File: src/rtl/ir_pkg.sv
// rtl/ir_pkg.sv - opcode constants, field positions and format helpers shared by decode stages
package ir_pkg;

    localparam logic [6:0] OP_LOAD   = 7'h03;
    localparam logic [6:0] OP_IMM    = 7'h13;
    localparam logic [6:0] OP_AUIPC  = 7'h17;
    localparam logic [6:0] OP_STORE  = 7'h23;
    localparam logic [6:0] OP_REG    = 7'h33;
    localparam logic [6:0] OP_LUI    = 7'h37;
    localparam logic [6:0] OP_BRANCH = 7'h63;
    localparam logic [6:0] OP_JALR   = 7'h67;
    localparam logic [6:0] OP_JAL    = 7'h6F;

    localparam int OP_LSB     = 0;
    localparam int RD_LSB     = 7;
    localparam int FUNCT3_LSB = 12;
    localparam int RS1_LSB    = 15;
    localparam int RS2_LSB    = 20;
    localparam int FUNCT7_LSB = 25;

    typedef enum logic [2:0] {
        FMT_R,
        FMT_I,
        FMT_S,
        FMT_B,
        FMT_U,
        FMT_J
    } imm_fmt_e;

    // Unsupported opcodes fall into FMT_R so their immediate reads as zero.
    function automatic imm_fmt_e fmt_of(input logic [6:0] op);
        imm_fmt_e fmt;
        case (op)
            OP_LOAD, OP_IMM, OP_JALR: fmt = FMT_I;
            OP_STORE:                 fmt = FMT_S;
            OP_BRANCH:                fmt = FMT_B;
            OP_LUI, OP_AUIPC:         fmt = FMT_U;
            OP_JAL:                   fmt = FMT_J;
            default:                  fmt = FMT_R;
        endcase
        return fmt;
    endfunction

    function automatic logic is_legal(input logic [6:0] op);
        logic legal;
        case (op)
            OP_LOAD, OP_IMM, OP_AUIPC, OP_STORE, OP_REG,
            OP_LUI, OP_BRANCH, OP_JALR, OP_JAL: legal = 1'b1;
            default:                            legal = 1'b0;
        endcase
        return legal;
    endfunction

endpackage

File: src/rtl/imm_gen.sv
// rtl/imm_gen.sv - format-aware immediate builder and illegal-opcode flag
module imm_gen
    import ir_pkg::*;
#(
    parameter int D_WIDTH = 32
) (
    input  logic [D_WIDTH-1:0] instr,
    output logic [D_WIDTH-1:0] imm,
    output logic               illegal
);

    logic [6:0] op;
    logic       sgn;

    assign op      = instr[OP_LSB +: 7];
    assign sgn     = instr[31];
    assign illegal = !is_legal(op);

    always_comb begin
        imm = '0;
        case (fmt_of(op))
            FMT_I: imm = {{(D_WIDTH-12){sgn}}, instr[31:20]};
            FMT_S: imm = {{(D_WIDTH-12){sgn}}, instr[31:25], instr[11:7]};
            FMT_B: imm = {{(D_WIDTH-13){sgn}}, instr[31], instr[7],
                          instr[30:25], instr[11:8], 1'b0};
            FMT_U: imm = D_WIDTH'({instr[31:12], 12'b0});
            FMT_J: imm = {{(D_WIDTH-21){sgn}}, instr[31], instr[19:12],
                          instr[20], instr[30:21], 1'b0};
            default: imm = '0;
        endcase
    end

endmodule

File: src/rtl/ir_queue.sv
// rtl/ir_queue.sv - DEPTH-entry pre-decoded instruction queue between fetch and register read
module ir_queue
    import ir_pkg::*;
#(
    parameter int D_WIDTH      = 32,
    parameter int N_REGS       = 32,
    parameter int RF_SIZE      = $clog2(N_REGS),
    parameter int DEPTH        = 2,
    parameter int OP_CODE_SIZE = 7,
    parameter int FUNCT_3_SIZE = 3,
    parameter int FUNCT_7_SIZE = 7
) (
    input  logic                    clk,
    input  logic                    rst,
    input  logic                    flush,
    input  logic                    in_valid,
    output logic                    in_ready,
    input  logic [D_WIDTH-1:0]      isu,
    input  logic [D_WIDTH-1:0]      pc_in,
    output logic                    out_valid,
    input  logic                    out_ready,
    output logic [D_WIDTH-1:0]      instr,
    output logic [D_WIDTH-1:0]      pc,
    output logic [RF_SIZE-1:0]      rs1,
    output logic [RF_SIZE-1:0]      rs2,
    output logic [RF_SIZE-1:0]      rd,
    output logic [FUNCT_7_SIZE-1:0] funct7,
    output logic [FUNCT_3_SIZE-1:0] funct3,
    output logic [OP_CODE_SIZE-1:0] op_code,
    output logic [D_WIDTH-1:0]      imm,
    output logic                    illegal
);

    localparam int PTR_W = (DEPTH > 1) ? $clog2(DEPTH) : 1;
    localparam int CNT_W = $clog2(DEPTH + 1);
    localparam logic [PTR_W-1:0] LAST_PTR = PTR_W'(DEPTH - 1);
    localparam logic [CNT_W-1:0] FULL_CNT = CNT_W'(DEPTH);

    logic [D_WIDTH-1:0] instr_mem   [DEPTH];
    logic [D_WIDTH-1:0] pc_mem      [DEPTH];
    logic [D_WIDTH-1:0] imm_mem     [DEPTH];
    logic               illegal_mem [DEPTH];

    logic [PTR_W-1:0] wr_ptr;
    logic [PTR_W-1:0] rd_ptr;
    logic [CNT_W-1:0] count;

    logic               enq;
    logic               deq;
    logic [D_WIDTH-1:0] new_imm;
    logic               new_illegal;

    assign in_ready  = (count < FULL_CNT);
    assign out_valid = (count != '0);
    assign enq       = in_valid && in_ready && !flush;
    assign deq       = out_valid && out_ready && !flush;

    imm_gen #(
        .D_WIDTH(D_WIDTH)
    ) u_imm_gen (
        .instr  (isu),
        .imm    (new_imm),
        .illegal(new_illegal)
    );

    function automatic logic [PTR_W-1:0] next_ptr(input logic [PTR_W-1:0] p);
        return (p == LAST_PTR) ? '0 : p + 1'b1;
    endfunction

    // Payload storage has no reset: only count/pointers decide what is visible.
    always_ff @(posedge clk) begin
        if (enq) begin
            instr_mem[wr_ptr]   <= isu;
            pc_mem[wr_ptr]      <= pc_in;
            imm_mem[wr_ptr]     <= new_imm;
            illegal_mem[wr_ptr] <= new_illegal;
        end
    end

    always_ff @(posedge clk or posedge rst) begin
        if (rst) begin
            wr_ptr <= '0;
            rd_ptr <= '0;
            count  <= '0;
        end else if (flush) begin
            wr_ptr <= '0;
            rd_ptr <= '0;
            count  <= '0;
        end else begin
            if (enq) begin
                wr_ptr <= next_ptr(wr_ptr);
            end
            if (deq) begin
                rd_ptr <= next_ptr(rd_ptr);
            end
            case ({enq, deq})
                2'b10:   count <= count + 1'b1;
                2'b01:   count <= count - 1'b1;
                default: count <= count;
            endcase
        end
    end

    logic [D_WIDTH-1:0] head_instr;

    assign head_instr = instr_mem[rd_ptr];

    // Everything downstream sees zeros whenever no head entry exists.
    always_comb begin
        instr   = '0;
        pc      = '0;
        rs1     = '0;
        rs2     = '0;
        rd      = '0;
        funct7  = '0;
        funct3  = '0;
        op_code = '0;
        imm     = '0;
        illegal = 1'b0;
        if (out_valid) begin
            instr   = head_instr;
            pc      = pc_mem[rd_ptr];
            rs1     = head_instr[RS1_LSB +: RF_SIZE];
            rs2     = head_instr[RS2_LSB +: RF_SIZE];
            rd      = head_instr[RD_LSB +: RF_SIZE];
            funct7  = head_instr[FUNCT7_LSB +: FUNCT_7_SIZE];
            funct3  = head_instr[FUNCT3_LSB +: FUNCT_3_SIZE];
            op_code = head_instr[OP_LSB +: OP_CODE_SIZE];
            imm     = imm_mem[rd_ptr];
            illegal = illegal_mem[rd_ptr];
        end
    end

endmodule

File: config.mk
export PLATFORM = sky130hd
export DESIGN_NAME = ir_queue
export DESIGN_NICKNAME = d
export VERILOG_FILES = /design/src/rtl/ir_pkg.sv /design/src/rtl/imm_gen.sv /design/src/rtl/ir_queue.sv
export SDC_FILE = /design/constraint.sdc
export NUM_CORES = 1
export LEC_CHECK = 0
export ABC_AREA = 0
export BUFFER_PORTS_ARGS = -buffer_cell sky130_fd_sc_hd__buf_2
export CORE_ASPECT_RATIO = 0.6
export CORE_UTILIZATION = 48
export DETAILED_ROUTE_END_ITERATION = 8
export GPL_ROUTABILITY_DRIVEN = 1
export PLACE_DENSITY = 0.78
export SYNTH_ARGS = -nofsm -noshare
export SYNTH_HDL_FRONTEND = slang
export SYNTH_SLANG_ARGS = --single-unit
File: constraint.sdc
create_clock -name clk -period 7.8 [get_ports clk]
set_input_delay 0.78 -clock clk [delete_from_list [all_inputs] [get_ports clk]]
set_output_delay 0.78 -clock clk [all_outputs]
set_load 0.005 [all_outputs]
==> flow_summary.json <==
{
  "status": "complete, no violations",
  "synth_top_area_share": 0.709,
  "clock_latency_ps": 430,
  "yosys.area.top_type": "edfxtp_1",
  "utilization": 0.592,
  "finalWeightedCongestion": 0.799,
  "grt_max_degree": 99,
  "r2r_slack_ps": 5210,
  "netlist_instances": 536,
  "critPathLaunchType": "flip-flop",
  "die_area_sq_mm": 0.0177,
  "p_int_w": 0.00173,
  "wl_per_cell_um": 17.5,
  "grt_usage": 0.192,
  "grt_pass1_wl_um": 24800,
  "routed_wl_um": 16500,
  "cp.required_ps": 7020,
  "grt_pass1_vias": 4520,
  "met1_usage": 0.270,
  "ys.flop_type": "edfxtp_1",
  "nNetsFinal": 772,
  "drv_cap": 0,
  "numCtsBuffers": 17,
  "setup_viol": 0,
  "place_hpwl_um": 10800,
  "worst_slew_pin_slew_ps": 1030,
  "path_depth": 4,
  "ys_types": 40,
  "ctsHtreeMaxLevel": 4,
  "core_sq_mm": 0.0165,
  "top_usage_layer": "met2",
  "totalNegativeSetupSlack_ps": 0,
  "pwr-share-clk": 0.356,
  "antenna_cells": 0,
  "vias_per_cell": 5.12,
  "end_kind": "output port",
  "slowest_stage": "dfrtp_4",
  "slew_headroom": 0.313,
  "max_stage_delay_ps": 1020,
  "clk_path_buf_depth": 2,
  "r2r-start": "count[1]",
  "final_hold_viol_count": 0,
  "maxSlewViolCount": 0,
  "drc": 0,
  "reg2reg_to": "instr_mem[0][10]",
  "syn2layout_area_growth_pct": 18.8,
  "reg2reg_depth": 5,
  "start_util": 0.498,
  "dr_total_vias": 4833,
  "ir_worst_vdd_mv": 0.135,
  "max_freq_ghz": 0.271,
  "synth_commonest_cells": "edfxtp_1, nor2_1, mux2i_1, buf_4, a21o_1",
  "io_pins": 200,
  "total_power_w": 0.00228,
  "die_w_um": 171,
  "grt_overflow": 0,
  "combPwrFrac": 0.103,
  "syn_area_per_cell_sq_um": 15.3,
  "arrival_ps": 2900,
  "ys_async_sr_fraction": 0.0202,
  "path_buf_inv": 2,
  "worstPathCellList": "buf_4, mux2i_1, nor2_1, buf_2",
  "skew_ps": 7.20,
  "crit_end": "imm[4]",
  "rsz0062_at_grt": "no",
  "period_share": 0.472,
  "critPathKind": "reg -> out",
  "syn-cell-area_sq_mm": 0.00822,
  "use_met3": 0.0510,
  "cts_sinks": 198,
  "yosys_warnings": 0,
  "cts_root_buffer": "clkbuf_16",
  "seq_area_frac_synth": 0.721,
  "fin_crit_ps": 3680,
  "antenna_found_initial": 0,
  "antenna_left": 0,
  "cp_max_fo": 50,
  "clkTransAtPathRegs_ps": 70,
  "ys_ff_latch": 198,
  "synth_edf_count": 194,
  "dr.pass1.iters": 4,
  "p_seq_frac": 0.541,
  "ctsResizeCount": 0,
  "postPlaceCellArea_sq_mm": 0.00921,
  "cts_setup_buffers": 0,
  "cts_tree": "built",
  "power_density_mw_per_mm2": 234,
  "hold_buffers": 0,
  "drive_above_1_share": 0.349,
  "yosysMostFrequentCell": "edfxtp_1",
  "std_cell_rows": 36,
  "crit_start": "rd_ptr",
  "p_sw_frac": 0.243,
  "drt_iter0_markers": 381,
  "synth_fp_nets": 605,
  "final_area_sq_mm": 0.00976,
  "hp-class": "in -> async",
  "grt_use_met2": 0.296,
  "synthTopCellsByArea": "edfxtp_1, mux2i_1, nor2_1, buf_4, a21o_1",
  "die_h_um": 103,
  "switching_power_w": 0.000553,
  "path_delay_family": "flip-flops",
  "cellLeakagePower_nw": 3.92,
  "io_buffers": 199
}
layout by cell type (no fill, tap or decap), drive strengths merged, types with 3 or more instances in the layout:
cell	count
buf	205
nor2	104
nand3	3
dfrtp	4
a21o	20
edfxtp	194
inv	10
nand2	9
o21ai	3
clkinv	4
nor2b	5
and2	3
and2b	4
clkinvlp	4
clkbuf	17
a22o	4
mux2i	98
a21oi	4
nor3	3
state kept, by name (all words and copies together) (netlist names):
register and count:
illegal_mem 2, rd_ptr 1, wr_ptr 1, imm_mem 64, instr_mem 64, count 2
pc_mem 64
kinds of logic after synthesis:
family,after synthesis,share of synthesized area
AOI/OAI and AO/OA,37,0.0358
DFF,198,0.721
and+or+nand+nor,141,0.0760
muxes,98,0.119
xor gates and xnor gates,2,0.00213
buffers and inverters,60,0.0455
layout make-up:
type / count / area [sq um]
fill: 1286 / 6730
sequential: 198 / 5930
multi-input combinational: 278 / 1950
timing repair buffer: 205 / 1040
clock buffer: 17 / 425
tap: 228 / 285
clock inverter: 15 / 119
inverter: 3 / 11.3
stage by stage:
stage	hold slack (ps)	instances	worst slack, ps
2_1_floorplan	513	536	2580
3_3_place_gp	584	912	4590
3_5_place_dp	621	912	4560
4_1_cts	214	944	4080
5_1_grt	230	944	3950
6_report	228	944	4120
worst min path at each step:
stage	from	end	slack (ps)	cells after the start
after detailed placement	count[0]	count[1]	620	2
after floorplan	count[0]	count[0]	510	2
final	rst	count[0]	230	2
after CTS	rst	count[0]	210	2
after global placement	count[0]	count[0]	580	2
after global routing	rst	count[0]	230	2
layer usage:
layer | wire length (um) | vias to the layer above
li1 | - | 2272
met1 | 7530 | 2366
met2 | 7610 | 183
met3 | 1200 | 12
met4 | 146 | 0
met5 | 0 | -
worst reg2reg max path, delay by kind of cell (launching register included):
kind	cells	cell delay, ps
AND/OR/NAND/NOR	2	390
buffers and inverters	3	1280
flip-flops	1	440
power groups by stage:
| stage | Combinational (W) | Clock, W | Sequential, W |
|---|---|---|---|
| floorplan | 0.000156 | 0 | 0.00125 |
| global route | 0.000260 | 0.000869 | 0.00124 |
| finish | 0.000234 | 0.000812 | 0.00123 |
| CTS | 0.000238 | 0.000831 | 0.00123 |
| global placement | 0.000230 | 0 | 0.00126 |
| detailed placement | 0.000237 | 0 | 0.00126 |
(Power assumes the default switching activity.)
